--- src/rtl/spi_router_pkg.sv ---
// rtl/spi_router_pkg.sv - state encodings, header layout and counter widths for spi_msg_router
package spi_router_pkg;

    typedef enum logic [1:0] {
        P_DEST = 2'd0,
        P_LEN  = 2'd1,
        P_DATA = 2'd2
    } parse_state_t;

    typedef enum logic [1:0] {
        R_IDLE = 2'd0,
        R_HDR0 = 2'd1,
        R_HDR1 = 2'd2,
        R_DATA = 2'd3
    } resp_state_t;

    localparam int HDR_IDX_POS = 0;
    localparam int HDR_LEN_POS = 1;
    localparam int ERR_CNT_W   = 8;

    // Header byte at a given position of an outbound packet: [idx][len]
    function automatic logic [7:0] hdr_byte(input int pos, input logic [7:0] idx, input logic [7:0] len);
        return (pos == HDR_IDX_POS) ? idx : len;
    endfunction

endpackage

--- src/rtl/rr_arbiter.sv ---
// rtl/rr_arbiter.sv - round-robin pick of the first requester after the last one served
module rr_arbiter #(
    parameter  int N  = 3,
    localparam int IW = (N > 1) ? $clog2(N) : 1
) (
    input  logic [N-1:0]  req,
    input  logic [IW-1:0] last,
    output logic [IW-1:0] grant_idx,
    output logic          any
);

    int idx;

    // Scan req starting just after last, wrapping, and stop at the first hit
    always_comb begin
        any       = 1'b0;
        grant_idx = '0;
        idx       = 0;
        for (int k = 1; k <= N; k++) begin
            idx = (int'(last) + k) % N;
            if (!any && req[IW'(idx)]) begin
                any       = 1'b1;
                grant_idx = IW'(idx);
            end
        end
    end

endmodule

--- src/rtl/spi_msg_router.sv ---
// rtl/spi_msg_router.sv - host packet router between a byte link and multi-slave SPI FIFOs
module spi_msg_router
    import spi_router_pkg::*;
#(
    parameter int N_SLAVES  = 3,
    parameter int MAX_BURST = 64,
    parameter int TIMEOUT   = 1000
) (
    input  logic                    clk,
    input  logic                    rst,
    input  logic [7:0]              rx_data,
    input  logic                    rx_valid,
    output logic [7:0]              m_din,
    output logic [N_SLAVES-1:0]     m_wrreq_bus,
    input  logic [8*N_SLAVES-1:0]   s_dout_bus,
    input  logic [8*N_SLAVES-1:0]   len_bus,
    input  logic [N_SLAVES-1:0]     have_msg_bus,
    output logic [N_SLAVES-1:0]     s_rdreq_bus,
    output logic [7:0]              tx_data,
    output logic                    tx_valid,
    input  logic                    tx_ready,
    output logic [ERR_CNT_W-1:0]    err_cnt
);

    localparam int IW = (N_SLAVES > 1) ? $clog2(N_SLAVES) : 1;
    localparam int TW = (TIMEOUT > 1) ? $clog2(TIMEOUT) : 1;

    // ---------------- inbound parser ----------------
    parse_state_t  p_state, p_next;
    logic [IW-1:0] dest_idx;
    logic          drop_q;
    logic [7:0]    remain_q;
    logic [TW-1:0] idle_q;
    logic          timeout_hit;
    logic          drop_end;
    logic          wr_fire;

    // Parser state register
    always_ff @(posedge clk) begin
        if (rst) p_state <= P_DEST;
        else     p_state <= p_next;
    end

    // Parser next state, write strobe and packet-discard events
    always_comb begin
        p_next      = p_state;
        drop_end    = 1'b0;
        wr_fire     = 1'b0;
        timeout_hit = (p_state != P_DEST) && !rx_valid && (idle_q == TW'(TIMEOUT - 1));
        case (p_state)
            P_DEST: begin
                if (rx_valid) p_next = P_LEN;
            end
            P_LEN: begin
                if (rx_valid) begin
                    p_next   = (rx_data == 8'd0) ? P_DEST : P_DATA;
                    drop_end = (rx_data == 8'd0) && drop_q;
                end else if (timeout_hit) begin
                    p_next = P_DEST;
                end
            end
            P_DATA: begin
                if (rx_valid) begin
                    wr_fire = !drop_q;
                    if (remain_q == 8'd1) begin
                        p_next   = P_DEST;
                        drop_end = drop_q;
                    end
                end else if (timeout_hit) begin
                    p_next = P_DEST;
                end
            end
            default: p_next = P_DEST;
        endcase
    end

    // Parser datapath: header latches, idle timer, registered FIFO write, error counter
    always_ff @(posedge clk) begin
        if (rst) begin
            dest_idx    <= '0;
            drop_q      <= 1'b0;
            remain_q    <= 8'd0;
            idle_q      <= '0;
            m_din       <= 8'd0;
            m_wrreq_bus <= '0;
            err_cnt     <= '0;
        end else begin
            if (p_state == P_DEST && rx_valid) begin
                dest_idx <= rx_data[IW-1:0];
                drop_q   <= (int'(rx_data) >= N_SLAVES);
            end
            if (p_state == P_LEN && rx_valid)  remain_q <= rx_data;
            if (p_state == P_DATA && rx_valid) remain_q <= remain_q - 8'd1;

            if (rx_valid || p_state == P_DEST || timeout_hit) idle_q <= '0;
            else                                              idle_q <= idle_q + 1'b1;

            m_wrreq_bus <= wr_fire ? (N_SLAVES'(1) << dest_idx) : '0;
            if (wr_fire) m_din <= rx_data;

            if ((timeout_hit || drop_end) && (err_cnt != {ERR_CNT_W{1'b1}}))
                err_cnt <= err_cnt + 1'b1;
        end
    end

    // ---------------- outbound response engine ----------------
    resp_state_t   r_state, r_next;
    logic [IW-1:0] sel_q;
    logic [IW-1:0] last_q;
    logic [7:0]    cnt_q;
    logic [IW-1:0] grant_idx;
    logic          grant_any;
    logic [7:0]    grant_len;
    logic [7:0]    snap_cnt;
    logic          sel_have;
    logic          r_pop;

    rr_arbiter #(.N(N_SLAVES)) u_arb (
        .req       (have_msg_bus),
        .last      (last_q),
        .grant_idx (grant_idx),
        .any       (grant_any)
    );

    // Burst length snapshot; a zero fill level with data present means the counter wrapped
    always_comb begin
        grant_len = len_bus[8*grant_idx +: 8];
        if (grant_len == 8'd0 || int'(grant_len) > MAX_BURST) snap_cnt = 8'(MAX_BURST);
        else                                                   snap_cnt = grant_len;
    end

    // Response state register
    always_ff @(posedge clk) begin
        if (rst) r_state <= R_IDLE;
        else     r_state <= r_next;
    end

    // Response next state and the tx / pop outputs; nothing leaves while rst is high
    always_comb begin
        r_next      = r_state;
        tx_valid    = 1'b0;
        tx_data     = 8'd0;
        s_rdreq_bus = '0;
        r_pop       = 1'b0;
        sel_have    = have_msg_bus[sel_q];
        case (r_state)
            R_IDLE: begin
                if (grant_any) r_next = R_HDR0;
            end
            R_HDR0: begin
                tx_valid = 1'b1;
                tx_data  = hdr_byte(HDR_IDX_POS, 8'(sel_q), cnt_q);
                if (tx_ready) r_next = R_HDR1;
            end
            R_HDR1: begin
                tx_valid = 1'b1;
                tx_data  = hdr_byte(HDR_LEN_POS, 8'(sel_q), cnt_q);
                if (tx_ready) r_next = R_DATA;
            end
            R_DATA: begin
                tx_valid = sel_have;
                tx_data  = s_dout_bus[8*sel_q +: 8];
                if (sel_have && tx_ready) begin
                    r_pop       = 1'b1;
                    s_rdreq_bus = N_SLAVES'(1) << sel_q;
                    if (cnt_q == 8'd1) r_next = R_IDLE;
                end
            end
            default: r_next = R_IDLE;
        endcase
        if (rst) begin
            tx_valid    = 1'b0;
            tx_data     = 8'd0;
            s_rdreq_bus = '0;
            r_pop       = 1'b0;
        end
    end

    // Response datapath: selected slave, remaining count and round-robin pointer
    always_ff @(posedge clk) begin
        if (rst) begin
            sel_q  <= '0;
            cnt_q  <= 8'd0;
            last_q <= IW'(N_SLAVES - 1);
        end else begin
            if (r_state == R_IDLE && grant_any) begin
                sel_q <= grant_idx;
                cnt_q <= snap_cnt;
            end
            if (r_pop) begin
                cnt_q <= cnt_q - 8'd1;
                if (cnt_q == 8'd1) last_q <= sel_q;
            end
        end
    end

endmodule
--- config.mk ---
export PLATFORM = sky130hd
export DESIGN_NAME = spi_msg_router
export DESIGN_NICKNAME = d
export VERILOG_FILES = /design/src/rtl/spi_router_pkg.sv /design/src/rtl/rr_arbiter.sv /design/src/rtl/spi_msg_router.sv
export SDC_FILE = /design/constraint.sdc
export NUM_CORES = 1
export LEC_CHECK = 0
export ABC_AREA = 1
export BUFFER_PORTS_ARGS = -buffer_cell sky130_fd_sc_hd__buf_2
export CAP_MARGIN = 20
export CORE_UTILIZATION = 59
export DETAILED_ROUTE_END_ITERATION = 8
export HOLD_SLACK_MARGIN = 0.15
export PLACE_DENSITY = 0.87
export SLEW_MARGIN = 20
export SYNTH_ARGS = -nofsm -noshare
export SYNTH_HDL_FRONTEND = slang
export SYNTH_HIERARCHICAL = 1
export SYNTH_SLANG_ARGS = --single-unit
export TNS_END_PERCENT = 100
--- constraint.sdc ---
create_clock -name clk -period 3.5 [get_ports clk]
set_clock_uncertainty 0.1 [all_clocks]
set_input_delay 0.7 -clock clk [delete_from_list [all_inputs] [get_ports clk]]
set_output_delay 0.7 -clock clk [all_outputs]
set_load 0.02 [all_outputs]
Yosys cells after proc, flatten, opt, wreduce, memory -nomap -nowiden
Cells that the tools add are included.
{"block": "totals", "rom_bits": 0, "output_inout_bits": 31, "n_memories": 0, "register_bits": 56, "word_cells": 132, "latchBits": 0, "input_bits": 63, "ram_bits": 0}
{"block": "op_classes", "order_cmp": 6, "n_eq_ne": 16, "n_reduce_logical": 32, "shift": 4, "n_mux": 51, "addsub": 7, "div_mod_pow": 3, "multipliers": 0, "bitwise_logic": 1}
{"op": "$mod A32 B3 Y32 const B", "count": 3}
{"op": "$mux W8", "count": 6}
{"op": "$shiftx A24 B6 Y8", "count": 2}
{"op": "$mux W2", "count": 14}
{"op": "$pmux W8 S3", "count": 1}
{"op": "$mux W1", "count": 19}
{"op": "$eq A8 B1 Y1 const B", "count": 2}
{"op": "$logic_not A8 Y1", "count": 2}
{"op": "$sub A8 B1 Y8 const B", "count": 2}
{"op": "$lt A2 B4 Y1 const B", "count": 3}
{"op": "$ne A2 B2 Y1 const B", "count": 6}
{"op": "$logic_and A1 B1 Y1", "count": 11}
{"op": "$add A10 B1 Y10 const B", "count": 1}
{"op": "$eq A10 B10 Y1 const B", "count": 1}
{"op": "$mux W3", "count": 3}
{"op": "$add A8 B1 Y8 const B", "count": 1}
{"op": "$bmux W1 S2", "count": 4}
{"op": "$ge A8 B2 Y1 const B", "count": 1}
{"op": "$gt A8 B7 Y1 const B", "count": 1}
{"op": "$ne A8 B8 Y1 const B", "count": 1}
{"op": "$pmux W2 S4", "count": 1}
{"op": "$add A2 B2 Y3 const B", "count": 2}
{"op": "$eq A2 B2 Y1 const B", "count": 3}
{"op": "$pmux W2 S3", "count": 1}
{"op": "other kinds (14)", "count": 29}

Depth between registers and ports, before layout
{"block": "depth", "depth_word": 18, "mapped_depth": 22, "ltp_nobuf": 21}

Cells and area by module
The synthesis kept the hierarchy.
{"mod": "spi_msg_router", "seq_area_each_um2": 1121.1, "instances": 1, "cells_per_inst": 553, "area_per_inst_um2": 3668.5}
{"mod": "rr_arbiter", "seq_area_each_um2": 0.0, "instances": 1, "cells_per_inst": 42, "area_per_inst_um2": 214.0}

Least setup slack after synthesis
No wires, ideal clock.
{"block": "synth_path", "path_type": "input-to-output", "from": "input rst", "to": "output s_rdreq_bus[0]", "slack_ns": 0.890, "t_required_ns": 2.700, "arrival_ns": 1.810, "stages": 6, "path_buffers": 2, "cell_sequence": "buf_2 -> inv_1 -> nand2_1 -> nand3b_4 -> buf_6 -> nor3_1"}
{"block": "synth_between", "elab_chain_cells": 1}
{"element": "start: declaration", "line": "spi_msg_router.sv:10", "source": "input logic rst,"}
{"element": "$mux W3", "line": "spi_msg_router.sv:171", "source": "if (rst) begin"}
{"element": "end: declaration", "line": "spi_msg_router.sv:18", "source": "output logic [N_SLAVES-1:0] s_rdreq_bus,"}
Every way passes these cells.

Worst setup path after layout
{"block": "layout_path", "from": "register last_q[0]", "to": "register cnt_q[0]"}
{"block": "layout_between", "elab_chain_cells": 18, "elab_cells_between_ends": 34, "classes_between": "add/sub (3); div (3); order compare (1); shift (1); mux (18); reduce/logical (8)"}
{"element": "start: declaration", "line": "spi_msg_router.sv:109", "source": "logic [IW-1:0] last_q;"}
{"element": "start signal: assignment", "line": "spi_msg_router.sv:184", "source": "last_q <= IW'(N_SLAVES - 1);"}
{"element": "start signal: assignment", "line": "spi_msg_router.sv:192", "source": "if (cnt_q == 8'd1) last_q <= sel_q;"}
{"element": "$add A2 B1 Y3", "line": "rr_arbiter.sv:20", "source": "idx = (int'(last) + k) % N;"}
{"element": "$mod A32 B3 Y32", "line": "rr_arbiter.sv:20"}
{"element": "$bmux W1 S2", "line": "rr_arbiter.sv:21", "source": "if (!any && req[IW'(idx)]) begin"}
{"element": "$mux W1 (implied by the code) (2 in series)", "line": "rr_arbiter.sv:21"}
{"element": "$mux W1", "line": "rr_arbiter.sv:21"}
{"element": "$logic_not A1 Y1", "line": "rr_arbiter.sv:21"}
{"element": "$logic_and A1 B1 Y1", "line": "rr_arbiter.sv:21"}
{"element": "$mux W1", "line": "rr_arbiter.sv:21"}
{"element": "[... 2 more ...]"}
{"element": "$mux W2 (*)", "line": "rr_arbiter.sv:21"}
{"element": "named net grant_idx[0]", "line": "spi_msg_router.sv:111", "source": "logic [IW-1:0] grant_idx;"}
{"element": "$shiftx A24 B6 Y8 (*)", "line": "spi_msg_router.sv:127", "source": "grant_len = len_bus[8*grant_idx +: 8];"}
{"element": "$gt A8 B7 Y1 or $logic_not A8 Y1 (tied branches)", "line": "spi_msg_router.sv:128", "source": "if (grant_len == 8'd0 || int'(grant_len) > MAX_BURST) snap_cnt = 8'(MAX_BURST);"}
{"element": "$logic_or A1 B1 Y1", "line": "spi_msg_router.sv:128"}
{"element": "$mux W8 (*)", "line": "spi_msg_router.sv:128"}
{"element": "$mux W8 (*)", "line": "spi_msg_router.sv:186", "source": "if (r_state == R_IDLE && grant_any) begin"}
{"element": "$mux W8 (*)", "line": "spi_msg_router.sv:190", "source": "if (r_pop) begin"}
{"element": "end signal: assignment", "line": "spi_msg_router.sv:188", "source": "cnt_q <= snap_cnt;"}
{"element": "end signal: assignment", "line": "spi_msg_router.sv:191", "source": "cnt_q <= cnt_q - 8'd1;"}
{"element": "end: declaration", "line": "spi_msg_router.sv:110", "source": "logic [7:0] cnt_q;"}
Mark *: on every way through the listed nets, which the timed path passes. The rest lies on a longest branch. The select of a mux whose other input is x is not followed.
A chain may end at the register's enable or synchronous reset.

==> flow_summary.json <==
{
  "outcome": "completed",
  "yosysSeqAreaShare_pct": 28.9,
  "route.detailed.drc": 0,
  "cap_violations": 0,
  "first_global_vias": 3929,
  "min-delay-path-class": "register to register",
  "fin_crit_sh_pct": 83.6,
  "maxSlewViolCount": 0,
  "multiInputGateArea_sq_um": 2360,
  "p_int_mw": 1.23,
  "dp_cells": 754,
  "antenna_found_initial": 0,
  "ctsResizeCount": 0,
  "ys.warnings.count": 6,
  "clock_power_share_pct": 20.1,
  "gp_congestion": 0.953,
  "syn_nets": 675,
  "fmax_mhz": 342,
  "crit_top_cell": "nand2_1",
  "dr_wl_met2_um": 4700,
  "hold_viol_final": 0,
  "peakVddDrop_v": 0.000291,
  "synth-seq-cells": 56,
  "required_ns": 3.59,
  "die_h_um": 83.1,
  "grt_pass1_wl_um": 16200,
  "cts_hold_buffers": 0,
  "critPathArrivalTime_ns": 3.01,
  "final_cell_mix": "nand2_1 (142), buf_2 (93), inv_1 (75), nor2_1 (66), dfxtp_1 (56)",
  "overflow": 0,
  "clk_pin_slew_ns": 0.10,
  "comb_power_share_pct": 41.2,
  "final_common_cell": "nand2_1",
  "drive_above_1_share_pct": 20.7,
  "pre_cts_slack_ns": 0.686,
  "fillCellCount": 555,
  "cts_inserted_buffers": 5,
  "vias": 4096,
  "min_delay_path_depth": 1,
  "rsz0062_at_grt": "no",
  "switching_power_mw": 0.840,
  "drt_iter0_drc": 327,
  "slew_headroom_pct": 67.8,
  "r2r_setup_slack_ns": 0.57,
  "crit_path_end_kind": "register",
  "wl_met3_um": 426,
  "wl_met1_um": 3910,
  "rr_worst_depth": 18,
  "dp_hpwl_um": 7130,
  "p_leak_nw": 2.24,
  "io_buffers": 93,
  "final_cells": 762,
  "worst_slew_pin_slew_ns": 0.482,
  "min_from": "dest_idx[0]",
  "p_per_area_nw_per_um2": 461,
  "tns_ns": 0,
  "areaGrowthSynthToFinish_pct": 15.5,
  "chipWidth_um": 83.1,
  "grt_start_max_net_pins": 30,
  "syn_inst": 595,
  "clkLatencyLatePin_ns": 0.31,
  "clock_sinks": 56,
  "slowest_stage": "ha_1",
  "worstSetupPathType": "register to register",
  "syn_area_per_cell_sq_um": 6.53,
  "std_cell_rows": 29,
  "die_area_sq_um": 6910,
  "ys_top_cells_by_area": "dfxtp_1 (29%), nand2_1 (14%), inv_1 (7.3%)",
  "final_util_pct": 70.6,
  "period_minus_slack_ns": 2.93,
  "cp_num_buf_inv": 4,
  "core-area_sq_um": 6350,
  "drtAntennaViolNets": 0,
  "netlist_area_sq_um": 3880,
  "wirelength_um": 9170,
  "setup_viol": 0,
  "r2r_end": "cnt_q[0]",
  "drtPass1Iterations": 5,
  "start_util_pct": 61.1,
  "ios": 94,
  "synth_top_area_share_pct": 28.9,
  "root_buffer": "clkbuf_8",
  "rr_startpoint": "last_q[0]",
  "htree_levels": 2,
  "clock_path_buffers": 2,
  "post_cts_buffers": 0,
  "critPathTopFamily": "simple AND/OR/NAND/NOR gates",
  "synth_ff_type": "dfxtp_1",
  "gr-usage-all-layers_pct": 27.4,
  "synth_top_cell_by_area": "dfxtp_1",
  "tritoncts": "yes",
  "crit_path_start_kind": "register",
  "switching_share_pct": 40.6,
  "detail_route.vias_per_cell": 5.38,
  "path_cells": "inv_1 > ha_1 > inv_2 > o21ai_0 > nor2_1 > nand3_2 > nand2_1 > inv_1 > nand2_1 > inv_4 > nand2_1 > nand2_1 > a21oi_2 > nand2_1 > nor2_1 > nand2_1 > nand3_1 > a21oi_1",
  "slowest_delay_ns": 0.40,
  "async_flop_share_pct": 0,
  "top_layer": "met4",
  "ys_types": 40,
  "fin_ws_ns": 0.575,
  "hold_end": "m_wrreq_bus[0]",
  "antenna_cells": 0,
  "nets": 764,
  "worst-path-max-fanout": 10,
  "synth_edf_count": 0,
  "wl_per_cell_um": 12.0,
  "seqPwrFrac_pct": 38.6,
  "seqCellArea_sq_um": 1120
}
-- how the worst max path moves through the flow --
stage	startpoint	endpoint	slack, ns	depth (start not counted)
after floorplan	rst	s_rdreq_bus[0]	0.89	6
after global placement	last_q[0]	cnt_q[6]	0.79	20
after detailed placement	last_q[0]	cnt_q[6]	0.69	20
after CTS	last_q[0]	cnt_q[0]	0.64	18
after global routing	last_q[0]	cnt_q[1]	0.34	18
final	last_q[0]	cnt_q[0]	0.57	18
-- registers in the layout (all words and copies together) (netlist names) --
signal,count
cnt_q,8
m_din,8
sel_q,2
remain_q,8
last_q,2
idle_q,10
p_state,2
r_state,2
dest_idx,2
drop_q,1
m_wrreq_bus,3
err_cnt,8
-- per-stage QoR --
stage	instance area, sq um	total power, mW	hold WS (ns)
detailed placement	4380	1.66	0.350
floorplan	3880	1.47	0.312
global placement	4380	1.62	0.344
CTS	4480	2.07	0.364
global route	4480	2.23	0.392
finish	4480	2.07	0.368
-- cell usage after synthesis, types with 3 or more instances --
library cell / count
a21oi_1: 40
a21oi_2: 5
a22oi_1: 6
a31oi_1: 6
buf_2: 3
buf_6: 4
clkbuf_1: 6
dfxtp_1: 56
ha_1: 17
inv_1: 75
inv_2: 5
nand2_1: 142
nand2_2: 7
nand2_4: 4
nand3_1: 46
nand3b_1: 4
nand4_1: 11
nor2_1: 66
nor3_1: 16
o21ai_0: 33
o221ai_1: 3
or2_2: 3
xnor2_1: 8
xor2_1: 5
-- cell type report --
cell class,count,share of cell area [%]
Clock buffer,6,1.62
Clock inverter,2,0.781
Inverter,83,7.17
Multi-Input combinational cell,443,52.6
Sequential cell,56,25.0
Tap cell,77,2.15
Timing Repair Buffer,95,10.7
-- power groups by stage --
stage	logic [mW]	registers [mW]	clock network, mW
after floorplan	0.692	0.774	0
after global placement	0.813	0.810	0
after detailed placement	0.845	0.812	0
after CTS	0.851	0.797	0.422
after global routing	0.969	0.812	0.446
final	0.853	0.799	0.417
-- cells by family after synthesis --
logic type      synth area share (%)
xor+xnor                        2.93
flops                           28.9
buf+inv                         10.4
simple gates                    37.4
compound gates                  14.9
fa+ha+maj                       5.48
-- layer usage --
metal | vias up | track usage [%]
met2 | 118 | 51.3
li1 | 2101 | -
met5 | - | 0
met3 | 19 | 4.17
met1 | 1858 | 32.1
met4 | 0 | 7.84
(Power assumes the default switching activity.)
